$ cat src/rtl/uart_tx_scheduler_if.sv
// uart_tx_scheduler_if
//   Bundles the requester side and the uart side of the transmit scheduler.
//   master : the scheduler (drives gnt and the uart controls, reads req/tx_busy)
//   slave  : the environment (requesters + uart), drives req/req_data/req_baud/tx_busy
//   Signals:
//     req[N_REQ]          per-requester level request
//     req_data[8*N_REQ]   byte for requester i at [8i+7:8i]
//     req_baud[3*N_REQ]   baud select for requester i at [3i+2:3i]
//     gnt[N_REQ]          one-hot capture pulse
//     tx_en, tx_wr        uart enable / one-cycle write strobe
//     tx_data, baud_sel   byte and baud presented to the uart
//     tx_busy             uart transmitter busy
//     active_id           requester currently being served
//     sched_busy          scheduler not idle
//     err_timeout         one-cycle pulse when the uart never took a write
interface uart_tx_scheduler_if #(
  parameter int N_REQ = 4,
  parameter int ID_W  = 2
);
  logic [N_REQ-1:0]   req;
  logic [8*N_REQ-1:0] req_data;
  logic [3*N_REQ-1:0] req_baud;
  logic [N_REQ-1:0]   gnt;
  logic               tx_en;
  logic               tx_wr;
  logic [7:0]         tx_data;
  logic [2:0]         baud_sel;
  logic               tx_busy;
  logic [ID_W-1:0]    active_id;
  logic               sched_busy;
  logic               err_timeout;

  modport master (
    input  req, req_data, req_baud, tx_busy,
    output gnt, tx_en, tx_wr, tx_data, baud_sel, active_id, sched_busy, err_timeout
  );

  modport slave (
    output req, req_data, req_baud, tx_busy,
    input  gnt, tx_en, tx_wr, tx_data, baud_sel, active_id, sched_busy, err_timeout
  );
endinterface

$ cat src/rtl/uart_tx_scheduler.sv
// uart_tx_scheduler
//   Shares one uart transmitter between N_REQ byte sources. Requests are
//   arbitrated round-robin; the winner's byte and baud select are captured in
//   IDLE and held until the next capture, so baud_sel only moves while the
//   transmitter is idle. A write the uart never acknowledges (tx_busy never
//   rises within ACK_TIMEOUT cycles) is dropped and flagged on err_timeout.
//   Ports:
//     clk   : clock, rising edge
//     reset : asynchronous active-low reset
//     bus   : uart_tx_scheduler_if.master (requesters + uart controls)
//   Timing (req sampled in IDLE at edge 0):
//     gnt/tx_data/baud_sel after edge 0, tx_en after edge 1, tx_wr after edge 2.
module uart_tx_scheduler #(
  parameter int N_REQ       = 4,
  parameter int ID_W        = 2,
  parameter int ACK_TIMEOUT = 16
) (
  input  logic                clk,
  input  logic                reset,
  uart_tx_scheduler_if.master bus
);

  localparam int CNT_W = $clog2(ACK_TIMEOUT + 1);

  typedef enum logic [2:0] {
    IDLE,
    SETUP,
    WRITE,
    WAIT_ACK,
    WAIT_DONE
  } state_t;

  state_t             state_q, state_d;
  logic [ID_W-1:0]    last_q, last_d;
  logic [ID_W-1:0]    id_q, id_d;
  logic [CNT_W-1:0]   cnt_q, cnt_d;
  logic [N_REQ-1:0]   gnt_q, gnt_d;
  logic [7:0]         data_q, data_d;
  logic [2:0]         baud_q, baud_d;
  logic               tx_en_q, tx_en_d;
  logic               tx_wr_q, tx_wr_d;
  logic               busy_q, busy_d;
  logic               err_q, err_d;

  logic               win_vld;
  logic [ID_W-1:0]    win_id;
  logic [7:0]         win_data;
  logic [2:0]         win_baud;

  // Round-robin search starting one past the last grant.
  always_comb begin : rr_pick
    int cand;
    int win_i;
    win_vld  = 1'b0;
    win_i    = 0;
    cand     = 0;
    for (int k = 1; k <= N_REQ; k++) begin
      cand = int'(last_q) + k;
      if (cand >= N_REQ) cand = cand - N_REQ;
      if (!win_vld && bus.req[ID_W'(cand)]) begin
        win_vld = 1'b1;
        win_i   = cand;
      end
    end
    win_id   = ID_W'(win_i);
    win_data = '0;
    win_baud = '0;
    for (int i = 0; i < N_REQ; i++) begin
      if (i == win_i) begin
        win_data = bus.req_data[8*i +: 8];
        win_baud = bus.req_baud[3*i +: 3];
      end
    end
  end

  always_comb begin : fsm_next
    state_d = state_q;
    gnt_d   = '0;
    data_d  = data_q;
    baud_d  = baud_q;
    id_d    = id_q;
    last_d  = last_q;
    cnt_d   = cnt_q;
    tx_wr_d = 1'b0;
    err_d   = 1'b0;
    unique case (state_q)
      IDLE: begin
        if (win_vld) begin
          state_d = SETUP;
          gnt_d   = N_REQ'(1) << win_id;
          data_d  = win_data;
          baud_d  = win_baud;
          id_d    = win_id;
          last_d  = win_id;
        end
      end
      SETUP: state_d = WRITE;
      WRITE: begin
        state_d = WAIT_ACK;
        cnt_d   = '0;
        tx_wr_d = 1'b1;
      end
      WAIT_ACK: begin
        if (bus.tx_busy) begin
          state_d = WAIT_DONE;
        end else if (cnt_q == CNT_W'(ACK_TIMEOUT)) begin
          // Timeout already flagged on the previous edge; abandon the byte.
          state_d = IDLE;
        end else begin
          cnt_d = cnt_q + CNT_W'(1);
          err_d = (cnt_d == CNT_W'(ACK_TIMEOUT));
        end
      end
      WAIT_DONE: begin
        if (!bus.tx_busy) state_d = IDLE;
      end
      default: state_d = IDLE;
    endcase
    // tx_en is registered from the next state so it rises one edge after
    // capture, leaving SETUP as the cycle where baud_sel settles with the
    // transmitter still disabled.
    tx_en_d = (state_d == WRITE) || (state_d == WAIT_ACK) || (state_d == WAIT_DONE);
    busy_d  = (state_d != IDLE);
  end

  always_ff @(posedge clk or negedge reset) begin
    if (!reset) begin
      state_q <= IDLE;
      last_q  <= ID_W'(N_REQ - 1);
      id_q    <= '0;
      cnt_q   <= '0;
      gnt_q   <= '0;
      data_q  <= 8'h00;
      baud_q  <= 3'b000;
      tx_en_q <= 1'b0;
      tx_wr_q <= 1'b0;
      busy_q  <= 1'b0;
      err_q   <= 1'b0;
    end else begin
      state_q <= state_d;
      last_q  <= last_d;
      id_q    <= id_d;
      cnt_q   <= cnt_d;
      gnt_q   <= gnt_d;
      data_q  <= data_d;
      baud_q  <= baud_d;
      tx_en_q <= tx_en_d;
      tx_wr_q <= tx_wr_d;
      busy_q  <= busy_d;
      err_q   <= err_d;
    end
  end

  assign bus.gnt         = gnt_q;
  assign bus.tx_en       = tx_en_q;
  assign bus.tx_wr       = tx_wr_q;
  assign bus.tx_data     = data_q;
  assign bus.baud_sel    = baud_q;
  assign bus.active_id   = id_q;
  assign bus.sched_busy  = busy_q;
  assign bus.err_timeout = err_q;

endmodule

$ cat src/flat_wrapper.sv
// flat-port wrapper written by rule: the top's interface ports become plain ports
module uart_tx_scheduler_flat 
#(
  parameter int N_REQ       = 4,
  parameter int ID_W        = 2,
  parameter int ACK_TIMEOUT = 16
)
  (clk, reset, bus_req, bus_req_data, bus_req_baud, bus_tx_busy, bus_gnt, bus_tx_en, bus_tx_wr, bus_tx_data, bus_baud_sel, bus_active_id, bus_sched_busy, bus_err_timeout);
  uart_tx_scheduler_if #(.N_REQ(N_REQ), .ID_W(ID_W)) bus_i ();
  input  logic clk;
  input  logic reset;
  input wire logic [$bits(bus_i.req)-1:0] bus_req;
  input wire logic [$bits(bus_i.req_data)-1:0] bus_req_data;
  input wire logic [$bits(bus_i.req_baud)-1:0] bus_req_baud;
  input wire logic [$bits(bus_i.tx_busy)-1:0] bus_tx_busy;
  output wire logic [$bits(bus_i.gnt)-1:0] bus_gnt;
  output wire logic [$bits(bus_i.tx_en)-1:0] bus_tx_en;
  output wire logic [$bits(bus_i.tx_wr)-1:0] bus_tx_wr;
  output wire logic [$bits(bus_i.tx_data)-1:0] bus_tx_data;
  output wire logic [$bits(bus_i.baud_sel)-1:0] bus_baud_sel;
  output wire logic [$bits(bus_i.active_id)-1:0] bus_active_id;
  output wire logic [$bits(bus_i.sched_busy)-1:0] bus_sched_busy;
  output wire logic [$bits(bus_i.err_timeout)-1:0] bus_err_timeout;
  assign bus_i.req = bus_req;
  assign bus_i.req_data = bus_req_data;
  assign bus_i.req_baud = bus_req_baud;
  assign bus_i.tx_busy = bus_tx_busy;
  assign bus_gnt = bus_i.gnt;
  assign bus_tx_en = bus_i.tx_en;
  assign bus_tx_wr = bus_i.tx_wr;
  assign bus_tx_data = bus_i.tx_data;
  assign bus_baud_sel = bus_i.baud_sel;
  assign bus_active_id = bus_i.active_id;
  assign bus_sched_busy = bus_i.sched_busy;
  assign bus_err_timeout = bus_i.err_timeout;
  uart_tx_scheduler #(.N_REQ(N_REQ), .ID_W(ID_W), .ACK_TIMEOUT(ACK_TIMEOUT)) u_core (.clk(clk), .reset(reset), .bus(bus_i));
endmodule
$ cat config.mk
export PLATFORM = sky130hd
export DESIGN_NAME = uart_tx_scheduler_flat
export DESIGN_NICKNAME = d
export VERILOG_FILES = /design/src/rtl/uart_tx_scheduler_if.sv /design/src/rtl/uart_tx_scheduler.sv /design/src/flat_wrapper.sv
export SDC_FILE = /design/constraint.sdc
export NUM_CORES = 1
export LEC_CHECK = 0
export CORE_MARGIN = 1.5
export CORE_UTILIZATION = 35
export CTS_BUF_LIST = sky130_fd_sc_hd__clkbuf_8
export DETAILED_ROUTE_END_ITERATION = 6
export GPL_TIMING_DRIVEN = 0
export MAX_ROUTING_LAYER = met4
export SETUP_SLACK_MARGIN = 0.1
export SLEW_MARGIN = 20
export SYNTH_ARGS = -nofsm -noshare
export SYNTH_HDL_FRONTEND = slang
export SYNTH_SLANG_ARGS = --single-unit
export TNS_END_PERCENT = 1
$ cat constraint.sdc
create_clock -name clk -period 3.5 [get_ports clk]
set_input_delay 0.525 -clock clk [delete_from_list [all_inputs] [get_ports clk]]
set_output_delay 0.525 -clock clk [all_outputs]
set_load 0.01 [all_outputs]
==> out/qor.yml <==
power.density_cell_area_mw_per_mm2: 957.6
number_of_flops_mapped_to_enable_cells_by_yosys: 0
timing.critical_path.from_type: "flop"
postPlaceCellArea_mm2: 0.002895
ys_top_cells_by_area: "dfrtp_1, nor3b_1, a41oi_2"
max_cap_viol_count: 0
cts.hold.buffers_added: 0
crit_type: "flop to flop"
die-height_um: 80.08
m1WireLength_um: 2550
drt_iter0_markers: 60
route.detailed.wl_per_inst_um: 15.07
clockBufferDepth: 2
clock-root-buffer: "clkbuf_8"
met3_length_um: 348
post_cts_resized: 0
cpMostUsedCell: "a21oi_1"
setup.reg_to_reg.worst_slack_ns: 0.45
place_ws_ns: 0.3631
drt_pass1_iterations: 4
post_synth_instance_area_mm2: 0.002079
maxClockFrequency_mhz: 327.7
syn_area_per_cell_um2: 9.717
grt_start_max_net_pins: 25
io_pins: 72
portion_of_synthesized_cell_area_occupied_by_the_leading_cell_type: 0.3490
fin_worst_hold_slack_ns: 0.08728
final.fill_count: 536
critical_path_startpoint: "u_core.last_q[0]$_DFFE_PN1P_"
grt_usage: 0.1922
final-seq-area_um2: 778.2
drc: 0
worstPathMaxFanout: 10
slowest_stage_cell_on_the_critical_path: "dfstp_2"
crit-reg2reg-launch: "u_core.last_q[0]$_DFFE_PN1P_"
initial_core_utilization: 0.3708
synth-seq-cells: 31
first_global_vias: 1950
cts_sinks: 31
first_pass_grt_wire_length_um: 9252
finalSetupViolations: 0
tightest_slew_ns: 0.5719
critical_path.endpoint_type: "flop"
final_cycle_share: 0.8719
cts_tree: "yes"
number_of_antenna_violations_at_the_first_check_in_global_routing: 0
slowest_delay_ns: 0.55
setup_tns_ns: 0
critical_path_destination: "u_core.bus.tx_data[4]$_DFFE_PN0P_"
antenna_left: 0
hold_violations: 0
critical_path.cell_chain: "buf_6, inv_1, ha_1, mux4_2, nor4_1, a21oi_1, nor2_1, clkbuf_1, a21oi_1, o31ai_2"
ir_drop_v: 0.0005011
route.met2.wl_um: 2580
synth_cells: 214
crit_required_ns: 3.70
most_frequent_standard_cell_in_the_layout_excluding_fill_and_tap_cells: "clkdlybuf4s50_1"
layout.cells.most_common_list: "clkdlybuf4s50_1, dfrtp_1, nor3_1"
finalWorstPathRequiredPeriod_ns: 3.052
drt-total-wl_um: 5514
worstRegToRegCells: 10
yosysUniqueCellTypes: 43
synth_top_area_cell: "dfrtp_1"
synth_async_sr_flop_share: 1.000
layout-drive-gt1-share: 0.1531
status: "finished, final reports clean"
cts.reportedPaths.clkPinSlew_ns: 0.07
critical_path_depth: 10
synthesis.nets: 271
fin_worst_skew_ns: 0.009029
critical_path_buf_inv_count: 3
gp_congestion: 0.8202
slew_headroom: 0.6169
ys.flop_type: "dfrtp_1"
h-tree-depth: 2
cp_data_arrival_time_ns: 3.25
vias: 1908
cts_made_buffers: 5
r2r-end: "u_core.bus.tx_data[4]$_DFFE_PN0P_"
coreArea_mm2: 0.005608
multi_input_comb_area_mm2: 0.001170
total_leakage_power_nw: 1.186
gr_ovfl_total: 0
worst_hold_path_type: "input port to asynchronous set/reset pin"
insertion_delay_ns: 0.29
dp_hpwl_um: 4241
nets: 350
rows: 27
seq_area_frac_synth: 0.3742
areaGrowthSynthToFinish_pct: 43.62
dieArea_mm2: 0.006413
critPathTopFamily: "buffers and inverters"
dieWidth_um: 80.08
grt_setup_unrepaired: "no"
timing_max_transition_violations_final: 0
ys_warn_count: 0
setup_ws_ns: 0.4483
design_area_mm2: 0.002987
cts_setup_buffers: 0
top_signal_layer_used: "met4"
port_buffers: 71
viasPerCell: 5.213
antenna_cells: 0
## worst reg2reg max path, stage by stage, from the launching register on
cell and delay [ns]:
dfstp_2 0.55, buf_6 0.16, inv_1 0.09, ha_1 0.38, mux4_2 0.38, nor4_1 0.28
a21oi_1 0.10, nor2_1 0.25, clkbuf_1 0.43, a21oi_1 0.17, o31ai_2 0.20
## metrics by stage
stage,power (mW),utilization,cells
floorplan,1.953,-,214
global placement,2.578,0.5136,357
detailed placement,2.583,0.5163,358
CTS,2.884,0.5326,366
global route,3.097,0.5326,366
finish,2.860,0.5326,366
## metal layers
layer / track usage / up-vias
met5: - / -
met4: 0.04138 / 0
met3: 0.05795 / 6
met2: 0.2983 / 60
met1: 0.2482 / 898
li1: - / 944
## state kept, by name (all words and copies together), names as in the netlist
| register | count |
|---|---|
| u_core.bus.baud_sel | 3 |
| u_core.state_q | 3 |
| u_core.bus.err_timeout | 1 |
| u_core.last_q | 2 |
| u_core.bus.sched_busy | 1 |
| u_core.bus.gnt | 4 |
| u_core.bus.active_id | 2 |
| u_core.cnt_q | 5 |
| u_core.bus.tx_data | 8 |
| u_core.bus.tx_wr | 1 |
| u_core.bus.tx_en | 1 |
## area by class of cell
type / count / area share
buffer: 16 / 0.03268
clock buffer: 6 / 0.02765
clock inverter: 2 / 0.002933
inverter: 9 / 0.01131
multi-input combinational: 158 / 0.3917
sequential: 31 / 0.2606
tap: 72 / 0.03016
timing repair buffer: 72 / 0.2430
## report_power, final
part / switching [mW] / internal, mW / leakage [nW]
clock: 0.136 / 0.156 / 0.0524
combinational: 1.11 / 0.845 / 0.745
sequential: 0.0936 / 0.517 / 0.389
## how the worst min path moves through the flow
stage | from | to | slack (ns) | cells after the start
6_report | reset | u_core.cnt_q[4]$_DFFE_PN0P_ | 0.09 | 1
4_1_cts | reset | u_core.bus.tx_wr$_DFF_PN0_ | 0.09 | 1
3_5_place_dp | reset | u_core.bus.tx_wr$_DFF_PN0_ | 0.39 | 1
2_1_floorplan | reset | u_core.bus.active_id[0]$_DFFE_PN0P_ | 0.23 | 0
3_3_place_gp | u_core.bus.tx_data[5]$_DFFE_PN0P_ | u_core.bus.tx_data[5]$_DFFE_PN0P_ | 0.46 | 2
5_1_grt | reset | u_core.bus.tx_wr$_DFF_PN0_ | 0.08 | 1
## Yosys cell counts, drive strengths merged (2+ instances only)
| cell | n |
|---|---|
| dfrtp | 29 |
| a21oi | 16 |
| nor3 | 16 |
| o21ai | 15 |
| nor3b | 14 |
| o31ai | 13 |
| and2 | 11 |
| buf | 11 |
| nand2 | 11 |
| nor2 | 11 |
| a41oi | 9 |
| inv | 9 |
| ha | 6 |
| clkbuf | 5 |
| a211oi | 4 |
| mux2i | 4 |
| mux4 | 4 |
| or2 | 4 |
| nand3 | 3 |
| a31oi | 2 |
| dfstp | 2 |
| or3 | 2 |
| xor2 | 2 |
## logic make-up after synthesis
logic type,Yosys count,synth area share
buf+inv,25,0.06317
mux,8,0.06258
xor+xnor,3,0.01264
simple gates,76,0.2052
compound gates,65,0.2461
flops,31,0.3742
fa+ha+maj,6,0.03610
Note: power is estimated with default switching activity, not from simulation.
